<file path="src/rtl/chan_reg_bank.sv">
// Multi-channel register bank behind one host request/response port.
// Each channel is a WIDTH-bit register with a STORE / INC / COUNT / LOCK mode.
module chan_reg_bank #(
  parameter int WIDTH = 8,
  parameter int NCHAN = 4,
  parameter int CHW   = (NCHAN > 1) ? $clog2(NCHAN) : 1
) (
  input  logic                   clk,
  input  logic                   rst,
  input  logic                   req_valid,
  output logic                   req_ready,
  input  logic [1:0]             req_op,
  input  logic [CHW-1:0]         req_chan,
  input  logic [WIDTH-1:0]       req_data,
  output logic                   rsp_valid,
  input  logic                   rsp_ready,
  output logic [WIDTH-1:0]       rsp_data,
  output logic                   rsp_err,
  output logic [NCHAN*WIDTH-1:0] chan_q
);

  localparam logic [1:0] OP_READ    = 2'd0;
  localparam logic [1:0] OP_WRITE   = 2'd1;
  localparam logic [1:0] OP_SETMODE = 2'd2;
  localparam logic [1:0] OP_CLEAR   = 2'd3;

  localparam logic [1:0] MODE_STORE = 2'd0;
  localparam logic [1:0] MODE_INC   = 2'd1;
  localparam logic [1:0] MODE_COUNT = 2'd2;
  localparam logic [1:0] MODE_LOCK  = 2'd3;

  localparam logic [CHW:0] NCHAN_W = (CHW+1)'(NCHAN);

  logic [WIDTH-1:0] regs [NCHAN];
  logic [1:0]       mode [NCHAN];

  logic             accept;
  logic             chan_ok;
  logic [WIDTH-1:0] cur_reg;
  logic [1:0]       cur_mode;
  logic [WIDTH-1:0] rsp_data_d;
  logic             rsp_err_d;
  logic             wr_en;
  logic [WIDTH-1:0] wr_val;
  logic             mode_en;

  // Handshake: a request transfers on a rising edge with req_valid && req_ready;
  // a response retires on a rising edge with rsp_valid && rsp_ready. The single
  // response slot frees up in the same cycle it retires, so req_ready depends only
  // on rsp_valid/rsp_ready, never on req_valid.
  assign req_ready = !rsp_valid || rsp_ready;
  assign accept    = req_valid && req_ready;
  assign chan_ok   = {1'b0, req_chan} < NCHAN_W;

  always_comb begin
    cur_reg  = '0;
    cur_mode = MODE_STORE;
    for (int k = 0; k < NCHAN; k++) begin
      if (req_chan == CHW'(k)) begin
        cur_reg  = regs[k];
        cur_mode = mode[k];
      end
    end
  end

  // Response and side effects of the presented request, applied only on accept.
  always_comb begin
    rsp_data_d = '0;
    rsp_err_d  = 1'b0;
    wr_en      = 1'b0;
    wr_val     = '0;
    mode_en    = 1'b0;
    if (!chan_ok) begin
      rsp_err_d = 1'b1;
    end else begin
      case (req_op)
        OP_READ: begin
          rsp_data_d = (cur_mode == MODE_INC) ? cur_reg + WIDTH'(1) : cur_reg;
        end
        OP_WRITE: begin
          if (cur_mode == MODE_LOCK) begin
            rsp_data_d = cur_reg;
            rsp_err_d  = 1'b1;
          end else begin
            wr_en      = 1'b1;
            wr_val     = req_data;
            rsp_data_d = req_data;
          end
        end
        OP_SETMODE: begin
          mode_en    = 1'b1;
          rsp_data_d = cur_reg;
        end
        default: begin
          if (cur_mode == MODE_LOCK) begin
            rsp_data_d = cur_reg;
            rsp_err_d  = 1'b1;
          end else begin
            wr_en      = 1'b1;
            wr_val     = '0;
            rsp_data_d = '0;
          end
        end
      endcase
    end
  end

  // A host write later in this block overrides the same-cycle COUNT increment.
  always_ff @(posedge clk) begin
    if (rst) begin
      for (int k = 0; k < NCHAN; k++) begin
        regs[k] <= '0;
        mode[k] <= MODE_STORE;
      end
      rsp_valid <= 1'b0;
      rsp_data  <= '0;
      rsp_err   <= 1'b0;
    end else begin
      for (int k = 0; k < NCHAN; k++) begin
        if (mode[k] == MODE_COUNT) begin
          regs[k] <= regs[k] + WIDTH'(1);
        end
        if (accept && wr_en && (req_chan == CHW'(k))) begin
          regs[k] <= wr_val;
        end
        if (accept && mode_en && (req_chan == CHW'(k))) begin
          mode[k] <= req_data[1:0];
        end
      end
      if (accept) begin
        rsp_valid <= 1'b1;
        rsp_data  <= rsp_data_d;
        rsp_err   <= rsp_err_d;
      end else if (rsp_ready) begin
        rsp_valid <= 1'b0;
      end
    end
  end

  for (genvar g = 0; g < NCHAN; g++) begin : g_chan_q
    assign chan_q[g*WIDTH +: WIDTH] = regs[g];
  end

endmodule

</file>
<file path="config.mk">
export PLATFORM = sky130hd
export DESIGN_NAME = chan_reg_bank
export DESIGN_NICKNAME = d
export VERILOG_FILES = /design/src/rtl/chan_reg_bank.sv
export SDC_FILE = /design/constraint.sdc
export NUM_CORES = 1
export LEC_CHECK = 0
export ABC_CLOCK_PERIOD_IN_PS = 3900
export CORE_ASPECT_RATIO = 0.75
export CORE_MARGIN = 1.5
export CORE_UTILIZATION = 53
export CTS_CLUSTER_SIZE = 12
export DETAILED_ROUTE_END_ITERATION = 10
export GPL_ROUTABILITY_DRIVEN = 0
export PLACE_DENSITY = 0.8
export SLEW_MARGIN = 10
export SYNTH_ARGS = -nofsm -noshare
export SYNTH_HDL_FRONTEND = slang
export SYNTH_SLANG_ARGS = --single-unit
</file>
<file path="constraint.sdc">
create_clock -name clk -period 3.9 [get_ports clk]
set_input_delay 0.975 -clock clk [delete_from_list [all_inputs] [get_ports clk]]
set_output_delay 0.975 -clock clk [all_outputs]
set_load 0.1 [all_outputs]
</file>
-- Word level (Yosys, flattened, before mapping)
Memories as Yosys holds them, arrays and structs flattened.
Cells that the tools add are included.
- $mul: 0
- equal/unequal tests: 11
- magnitude comparators: 0
- $add $sub $neg: 5
- mux-type cells: 71
- shift-type cells: 0
- reduce and logical (&&, ||, !) cells: 17
- divide/modulo/power cells: 0
- bitwise gates (word level): 12
- operators with widths (cell ; count):
    $mux 8 ; 17
    $mux 1 ; 45
    $add 8x1->8 const B ; 5
    $pmux 8 s3 ; 1
    $eq 2x2->1 const B ; 8
    $mux 2 ; 8
    $or 1x1->1 ; 12
    $logic_and 1x1->1 ; 11
    $eq 2x1->1 const B ; 3
    $logic_not 2->1 ; 2
    $reduce_bool 2->1 ; 1
    $reduce_or 2->1 ; 1
    $logic_not 1->1 ; 1
    $logic_or 1x1->1 ; 1
- memories: 2
- latch bits: 0
- input port bits: 16
- memory bits (read-only): 0
- flip-flop bits (word level): 10
- bits in writable memories: 40
- memory list (name ; depth ; bits a word ; rd ports ; clocked after Yosys merged registers in ; wr ports ; RTL line ; source):
    regs ; 4 ; 8 ; 4 ; 0 ; 4 ; 34 ; logic [WIDTH-1:0] regs [NCHAN];
    mode ; 4 ; 2 ; 4 ; 0 ; 4 ; 35 ; logic [1:0] mode [NCHAN];

-- Depth between registers and ports, before layout
Gate-level depths: netlist of run 1.
- depth in word-level cells: 14
- gate-level depth with buffers: 7
- mapped depth without buffers: 6

-- Worst setup path before layout of run 1
Ideal clock, no wire load.
- kind: input -> register
- from: input rsp_ready
- to: memory regs[3][0] (enable)
- path slack: 0.358 ns
- cell stages on the path: 5
- setup time: 0.384 ns
- arrival time: 3.158 ns
- path buffers: 1
- cells stage by stage: nand2b_1 and2_1 clkbuf_1 nand3_1 o21ai_0
- RTL lines (element ; RTL line ; source):
    start: declaration ; 16 ; input logic rsp_ready,
    end: declaration ; 34 ;

-- Worst setup path in the final report of run 1
- from: input req_chan[0]
- to: register rsp_data[2]
- longest elaborated chain between the ends: 8
- ends and longest elaborated chain (element ; RTL line ; source):
    start: declaration ; 13 ; input logic [CHW-1:0] req_chan,
    $logic_not 2->1 ; 59 ; if (req_chan == CHW'(k)) begin
    $mux 8 or $mux 2 (tied branches) (4 in a row) ; 59 ;
    $add 8x1->8, or another cell as far along ; 78 ; rsp_data_d = (cur_mode == MODE_INC) ? cur_reg + WIDTH'(1) : cur_reg;
    $mux 8 (on tied branches) ; 78, 81, 95 ;
    $pmux 8 s3 * ; 76 ; case (req_op)
    end signal: assignment ; 132 ; rsp_data <= rsp_data_d;
    end: declaration ; 17 ; output logic [WIDTH-1:0] rsp_data,
Mark *: on every way between the ends. The rest lies on a longest branch, timed or not.
A chain may end at the register's enable or synchronous reset.

==> reports/qor.csv, run 1 <==
stage,metric,value,unit
run_status,outcome,"finished, final reports clean",
logic_synthesis,Syn Area/Cell,10.4,um2
logic_synthesis,Area contributors post-synth,"edfxtp_1 37%, mux2i_1 7.3%, dfxtp_1 6.1%",
critical_path,crit path max fanout,15,
logic_synthesis,Synth area leader,edfxtp_1,
logic_synthesis,post-synthesis sequential area ratio,0.427,
final_layout,ANT cells,0,
cts,worst skew pair latency,0.31,ns
min_path,HP Class,flip-flop to flip-flop,
floorplanning,Die Y,71.1,um
floorplanning,IO Count,59,
sta,Worst Clk Skew,0.00424,ns
sta,worst slew pin tran,0.991,ns
critical_path,CP Cell Sequence,clkdlybuf4s50_1 > buf_4 > mux4_1 > ha_1 > nand3b_1 > nand3_1 > o311a_1 > a211oi_1,
sta,Final Max Slew Viols,0,
cts,clk sinks,50,
global_route,GRT Residual Overflow,0,
logic_synthesis,Async SR Flop Fraction,0,
logic_synthesis,synthesized flop and latch total,50,
cts,htree depth,2,
final_layout,nets,401,
power_and_ir_drop,P_int,0.854,mW
final_layout,fin cells,459,
min_path,Hold Path Stages,2,
sta,Tcrit/Tclk final,0.829,
critical_path,R2R depth,5,
critical_path,R2R Path End,rsp_data[3]$_SDFFE_PP0P_,
logic_synthesis,Synth Area in Simple Gates,0.209,
power_and_ir_drop,maximum vdd drop,0.000190,V
critical_path,CP peak stage delay,0.71,ns
critical_path,Slowest cell on crit path,mux4_1,
drt,per-cell routed wire length,20.5,um
floorplanning,DIE AREA,0.00667,mm2
global_route,vias in the first global route,2727,
final_layout,Layout area overhead,24.3,%
logic_synthesis,mux cell area share after synthesis,0.157,
cts,hold_buf cts,0,
placement,DP Cell Count,451,
drt,DR vias,2917,
sta,Period minus WS final,3.23,ns
logic_synthesis,XOR/XNOR share of the synthesized area,0.0695,
logic_synthesis,"EDFF count, synth",40,
cts,post_cts resized,0,
critical_path,CP Launch Type,input port,
power_and_ir_drop,Leak,1.46,nW
sta,hold slack,0.456,ns
logic_synthesis,post-synth top area share,0.366,
logic_synthesis,"Distinct cells, synth",54,
cts,CTS tree,yes,
power_and_ir_drop,Comb power frac,0.315,
cts,clk slew on worst S/H paths,0.08,ns
logic_synthesis,Mapped Nets,336,
sta,Max-slew headroom,0.337,
logic_synthesis,largest family of logic cells by synthesized area,simple AND/OR/NAND/NOR gates,
global_route,global-route usage over all layers,0.295,
placement,Port Buf Inserts,58,
critical_path,reg2reg start,mode[3][1]$_SDFFCE_PN0P_,
power_and_ir_drop,Clock Power Share,0.216,
logic_synthesis,yosys warns,0,
logic_synthesis,Synth Area in Compound Gates,0.0935,
drt,DR iter-0 viols,280,
final_layout,Multi-input gate area,0.00180,mm2
sta,RSZ-0062 raised after global routing,false,
cts,Num CTS Buffers,5,
drt,Post-DRT Antenna Nets,0,
drt,Via-to-Cell Ratio,6.36,
min_path,Hold EP,rsp_err$_SDFFE_PP0P_,
drt,drt drc,0,
critical_path,reg2reg setup slack,1.56,ns
drt,total wire length,9420,um
logic_synthesis,synthesized cell area,0.00328,mm2
power_and_ir_drop,NetSw,0.522,mW
critical_path,Setup crit end kind,flip-flop,
sta,Final Hold Viols,0,
critical_path,crit path DAT,3.46,ns
power_and_ir_drop,cell area power density,338,mW/mm2
sta,final setup vio count,0,
min_path,min-delay src,rsp_err$_SDFFE_PP0P_,
global_route,initial antenna violation count,0,
global_route,first-pass GRT wire length,14500,um
final_layout,number of fill cells in the layout,473,
flow_run,max-cap violations,0,
floorplanning,chip width,93.8,um
power_and_ir_drop,sequential share of power,0.469,
critical_path,Worst Setup Path Type,input port to flip-flop,
logic_synthesis,Adder-Cell Fraction of Synth Area,0.0191,
final_layout,layout cell share with drive strength beyond 1,0.0919,
floorplanning,Core Footprint,0.00589,mm2
logic_synthesis,instance count of the mapped netlist,315,
critical_path,Crit path required time,4.12,ns
final_layout,register area,0.00140,mm2
floorplanning,FP Rows,24,
drt,drt first pass iters,5,
cts,# Post-CTS Setup Buffers,0,
cts,Clock Path Buffers,2,
sta,maximum operating frequency,309,MHz
global_route,largest net degree at the start of global routing,19,
placement,post-detail-place hpwl,7090,um
sta,final setup TNS,0,ns
floorplanning,Starting Density,0.557,
power_and_ir_drop,sw frac,0.379,
cts,root buf cell,clkbuf_8,
logic_synthesis,ys flop type,edfxtp_1,
sequential cells by signal, summed over array words and instances (netlist names):
signal	flops
rsp_valid	1
mode	8
rsp_data	8
rsp_err	1
regs	32
layout by cell type (no fill, tap or decap), types with 6 or more instances in the layout:
| cell | instances |
|---|---|
| mux4_2 | 6 |
| mux2i_1 | 24 |
| o21ai_0 | 11 |
| buf_4 | 13 |
| nor3_1 | 6 |
| dfxtp_1 | 10 |
| inv_1 | 7 |
| edfxtp_1 | 40 |
| nor2_1 | 18 |
| nand2_1 | 44 |
| xnor2_1 | 17 |
| nand3_1 | 23 |
| a21oi_1 | 8 |
| and3_1 | 10 |
| xor2_1 | 9 |
| clkdlybuf4s50_1 | 57 |
cell families after synthesis:
group / Yosys count
adders and majority gates: 5
xor gates and xnor gates: 26
AOI/OAI and AO/OA: 44
DFF: 50
and+or+nand+nor: 134
muxes: 37
buffers and inverters: 19
per-layer routing:
layer | part of all wire | up-vias | global-route usage
met5 | 0 | - | 0
met4 | 0.027 | 0 | 0.129
met3 | 0.13 | 30 | 0.0753
met2 | 0.45 | 199 | 0.427
met1 | 0.40 | 1383 | 0.421
li1 | - | 1305 | -
power by group through the flow:
stage	clock [mW]	sequential (mW)	combinational [mW]
6_report	0.297	0.646	0.434
5_1_grt	0.314	0.649	0.451
4_1_cts	0.298	0.645	0.431
3_5_place_dp	0	0.657	0.429
3_3_place_gp	0	0.655	0.425
2_1_floorplan	0	0.835	0.130
cell usage after synthesis (8+ instances only):
cell	number
nand2_1	44
edfxtp_1	40
mux2i_1	24
nand3_1	23
nor2_1	18
xnor2_1	17
o21ai_0	11
and3_1	10
dfxtp_1	10
xor2_1	9
a21oi_1	8
clkbuf_1	8
critical path: cells and delay by family:
family | cells | cell delay [ns]
buffers and inverters | 2 | 0.84
AO/OA/AOI/OAI | 2 | 0.36
adder cells (fa/ha/maj) | 1 | 0.24
AND/OR/NAND/NOR | 2 | 0.33
multiplexers | 1 | 0.71
how the worst max path moves through the flow:
stage | startpoint | end | slack [ns] | depth (start not counted)
after global routing | req_chan[0] | rsp_data[2]$_SDFFE_PP0P_ | 0.57 | 8
after CTS | req_chan[0] | rsp_data[2]$_SDFFE_PP0P_ | 0.71 | 8
after global placement | req_chan[0] | rsp_data[2]$_SDFFE_PP0P_ | 0.48 | 8
final | req_chan[0] | rsp_data[2]$_SDFFE_PP0P_ | 0.67 | 8
after detailed placement | req_chan[0] | rsp_data[2]$_SDFFE_PP0P_ | 0.39 | 8
after floorplan | rsp_ready | regs[3][0]$_DFFE_PP_ | 0.36 | 5
area by class of cell:
class	instances	share of cell area
Inverter	7	0.00645
Clock inverter	1	0.00184
Sequential cell	50	0.344
Timing Repair Buffer	70	0.164
Tap cell	78	0.0240
Clock buffer	7	0.0187
Multi-Input combinational cell	246	0.441
through the flow:
stage | instance area, um2 | setup WS (ns) | power, mW | util
finish | 4070 | 0.666 | 1.38 | 0.692
CTS | 4070 | 0.710 | 1.37 | 0.692
global placement | 3990 | 0.479 | 1.08 | 0.678
detailed placement | 3990 | 0.393 | 1.09 | 0.678
global route | 4070 | 0.573 | 1.41 | 0.692
floorplan | 3280 | 0.358 | 0.965 | -
Power figures use the tool's default switching activity.
==> run 2: changes to the inputs <==
ABC_CLOCK_PERIOD_IN_PS = 2600   (was 3900)
CORE_UTILIZATION = 48   (was 53)
PLACE_DENSITY = 0.77   (was 0.8)
clock period = 2.6 ns   (was 3.9 ns; I/O delays follow)
==> run 2 against run 1 <==
Clock power is 52% higher; wire length up 4.2%; non-clock buffer count rose by 33; first-iteration DRC count rose by 29%; hold slack better by 0.0062 ns; clock-buffer cell count is 1 lower.
==> reports/qor.csv, run 2 (synthesis gave the netlist of run 1 again) <==
stage,metric,value,unit,change
cts,Clock Path Buffers,2,,unchanged
final_layout,ANT cells,0,,unchanged
sta,final setup vio count,0,,unchanged
critical_path,Crit path required time,2.75,ns,was 4.12 ns
sta,Period minus WS final,2.55,ns,
cts,worst skew pair latency,0.30,ns,was 0.31 ns
floorplanning,FP Rows,25,,was 24
cts,root buf cell,clkbuf_8,,unchanged
drt,drt first pass iters,5,,unchanged
sta,final setup TNS,0,ns,unchanged
final_layout,biggest regs,"regs (32), mode (8), rsp_data (8)",,unchanged
floorplanning,Core Footprint,0.00644,mm2,was 0.00589 mm2
cts,Num CTS Buffers,5,,unchanged
critical_path,CP Cell Sequence,clkdlybuf4s50_1 > mux4_2 > buf_4 > a211oi_4 > nand2_1 > buf_4 > mux2i_1,,was clkdlybuf4s50_1 > buf_4 > mux4_1 > ha_1 > nand3b_1 > nand3_1 > o311a_1 > a211oi_1
final_layout,"most common cell after layout, fill and taps aside",buf_4,,was clkdlybuf4s50_1
final_layout,fin cells,495,,was 459
critical_path,Worst Setup Path Type,input port to flip-flop,,unchanged
final_layout,max reg flops,32,,unchanged
critical_path,Worst Setup SP,req_chan[1],,was req_chan[0]
drt,DR iter-0 viols,362,,was 280
cts,clk slew on worst S/H paths,0.09,ns,was 0.08 ns
drt,Post-DRT Antenna Nets,0,,unchanged
global_route,initial antenna violation count,0,,unchanged
sta,RSZ-0062 raised after global routing,true,,was false
floorplanning,Starting Density,0.509,,was 0.557
global_route,largest net degree at the start of global routing,15,,was 19
cts,htree depth,2,,unchanged
sta,maximum operating frequency,393,MHz,
min_path,Hold Path Stages,2,,unchanged
cts,clk sinks,50,,unchanged
final_layout,"Most flops, register",regs,,unchanged
critical_path,CP peak stage delay,0.54,ns,was 0.71 ns
power_and_ir_drop,maximum vdd drop,0.000374,V,was 0.000190 V
critical_path,crit path DAT,2.70,ns,was 3.46 ns
drt,per-cell routed wire length,19.8,um,was 20.5 um
flow_run,max-cap violations,0,,unchanged
final_layout,Final Util,0.661,,was 0.692
critical_path,Worst Path Buf+Inv,3,,was 2
power_and_ir_drop,Leak,1.71,nW,was 1.46 nW
critical_path,CP Launch Type,input port,,unchanged
critical_path,Setup crit end kind,flip-flop,,unchanged
sta,Final Max Slew Viols,0,,unchanged
final_layout,most frequent cells in the layout,"85 x buf_4, 44 x nand2_1, 40 x edfxtp_1",,"was 57 x clkdlybuf4s50_1, 44 x nand2_1, 40 x edfxtp_1"
sta,Max-slew headroom,0.716,,was 0.337
drt,DR vias,3027,,"was 2,917"
global_route,global-route usage over all layers,0.275,,was 0.295
critical_path,R2R depth,6,,was 5
min_path,HP Class,flip-flop to flip-flop,,unchanged
placement,Port Buf Inserts,58,,unchanged
sta,Final Hold Viols,0,,unchanged
run_status,outcome,"finished, final reports clean",,unchanged
floorplanning,IO Count,59,,unchanged
sta,worst slew pin tran,0.424,ns,was 0.991 ns
floorplanning,Die Y,74.6,um,was 71.1 um
critical_path,largest delay contributor family on the critical path,buffers and inverters,,unchanged
global_route,GRT Residual Overflow,0,,unchanged
final_layout,register area,0.00140,mm2,about the same
min_path,min-delay src,rsp_err$_SDFFE_PP0P_,,unchanged
power_and_ir_drop,cell area power density,495,mW/mm2,was 338 mW/mm2
critical_path,Slowest cell on crit path,clkdlybuf4s50_1,,was mux4_1
critical_path,Most common cell on crit path,buf_4,,
drt,total wire length,9820,um,was 9420 um
placement,DP Cell Count,487,,was 451
critical_path,reg2reg start,mode[3][1]$_SDFFCE_PN0P_,,unchanged
final_layout,Multi-input gate area,0.00181,mm2,was 0.00180 mm2
final_layout,Layout area overhead,29.9,%,was 24.3%
global_route,first-pass GRT wire length,15400,um,"was 14,500 um"
drt,Via-to-Cell Ratio,6.12,,was 6.36
final_layout,number of fill cells in the layout,537,,was 473
sta,hold slack,0.463,ns,was 0.456 ns
cts,CTS tree,yes,,unchanged
floorplanning,chip width,98.4,um,was 93.8 um
placement,post-detail-place hpwl,7660,um,was 7090 um
floorplanning,DIE AREA,0.00734,mm2,was 0.00667 mm2
final_layout,nets,434,,was 401
global_route,vias in the first global route,2847,,"was 2,727"
critical_path,cell depth of the worst setup path,7,,was 8
sta,Tcrit/Tclk final,0.980,,
sta,Worst Clk Skew,0.00855,ns,was 0.00424 ns
final_layout,layout cell share with drive strength beyond 1,0.275,,was 0.0919
drt,drt drc,0,,unchanged
critical_path,crit path max fanout,6,,was 15
-- run 2: where the power goes --
group | leakage (nW) | internal, mW | switching [mW]
clock | 0.0426 | 0.186 | 0.264
combinational | 1.16 | 0.208 | 0.477
sequential | 0.505 | 0.911 | 0.0626
total | 1.71 | 1.31 | 0.804
-- run 2: tightest hold or removal path: stages (launching register included) --
cell,delay [ns]
dfxtp_1,0.32
nand2_1,0.05
a21oi_1,0.05
-- run 2: layout make-up --
class / instances / share of cell area
Clock buffer: 6 / 0.0170
Clock inverter: 2 / 0.00206
Inverter: 7 / 0.00617
Multi-Input combinational cell: 246 / 0.426
Sequential cell: 50 / 0.329
Tap cell: 81 / 0.0238
Timing Repair Buffer: 103 / 0.196
-- run 2: timing repair --
action,4_1_cts,5_1_grt
buffers inserted,0,0
setup endpoints to repair,64,24
hold buffers,0,0
gates resized for setup,2,2
-- run 2: final timing paths --
path                              end  slack, ns
min              rsp_err$_SDFFE_PP0P_       0.46
max          regs[0][6]$_SDFFCE_PN0P_       0.05
min reg2reg      rsp_err$_SDFFE_PP0P_       0.46
max reg2reg  regs[0][6]$_SDFFCE_PN0P_       0.34
-- run 2: per-stage QoR --
step | setup WS (ns) | total power, mW | cell area, um2
2_1_floorplan | -0.0670 | 1.45 | 3300
3_3_place_gp | -0.476 | 1.66 | 4180
3_5_place_dp | -0.551 | 1.67 | 4180
4_1_cts | 0.0430 | 2.10 | 4260
5_1_grt | -0.0188 | 2.17 | 4260
6_report | 0.0525 | 2.11 | 4260
-- run 2: per-layer routing --
layer | vias up | share of wire | track usage
met5 | - | 0 | 0
met1 | 1447 | 0.44 | 0.396
met4 | 0 | 0.013 | 0.0579
met2 | 189 | 0.44 | 0.427
met3 | 18 | 0.12 | 0.0695
li1 | 1373 | - | -
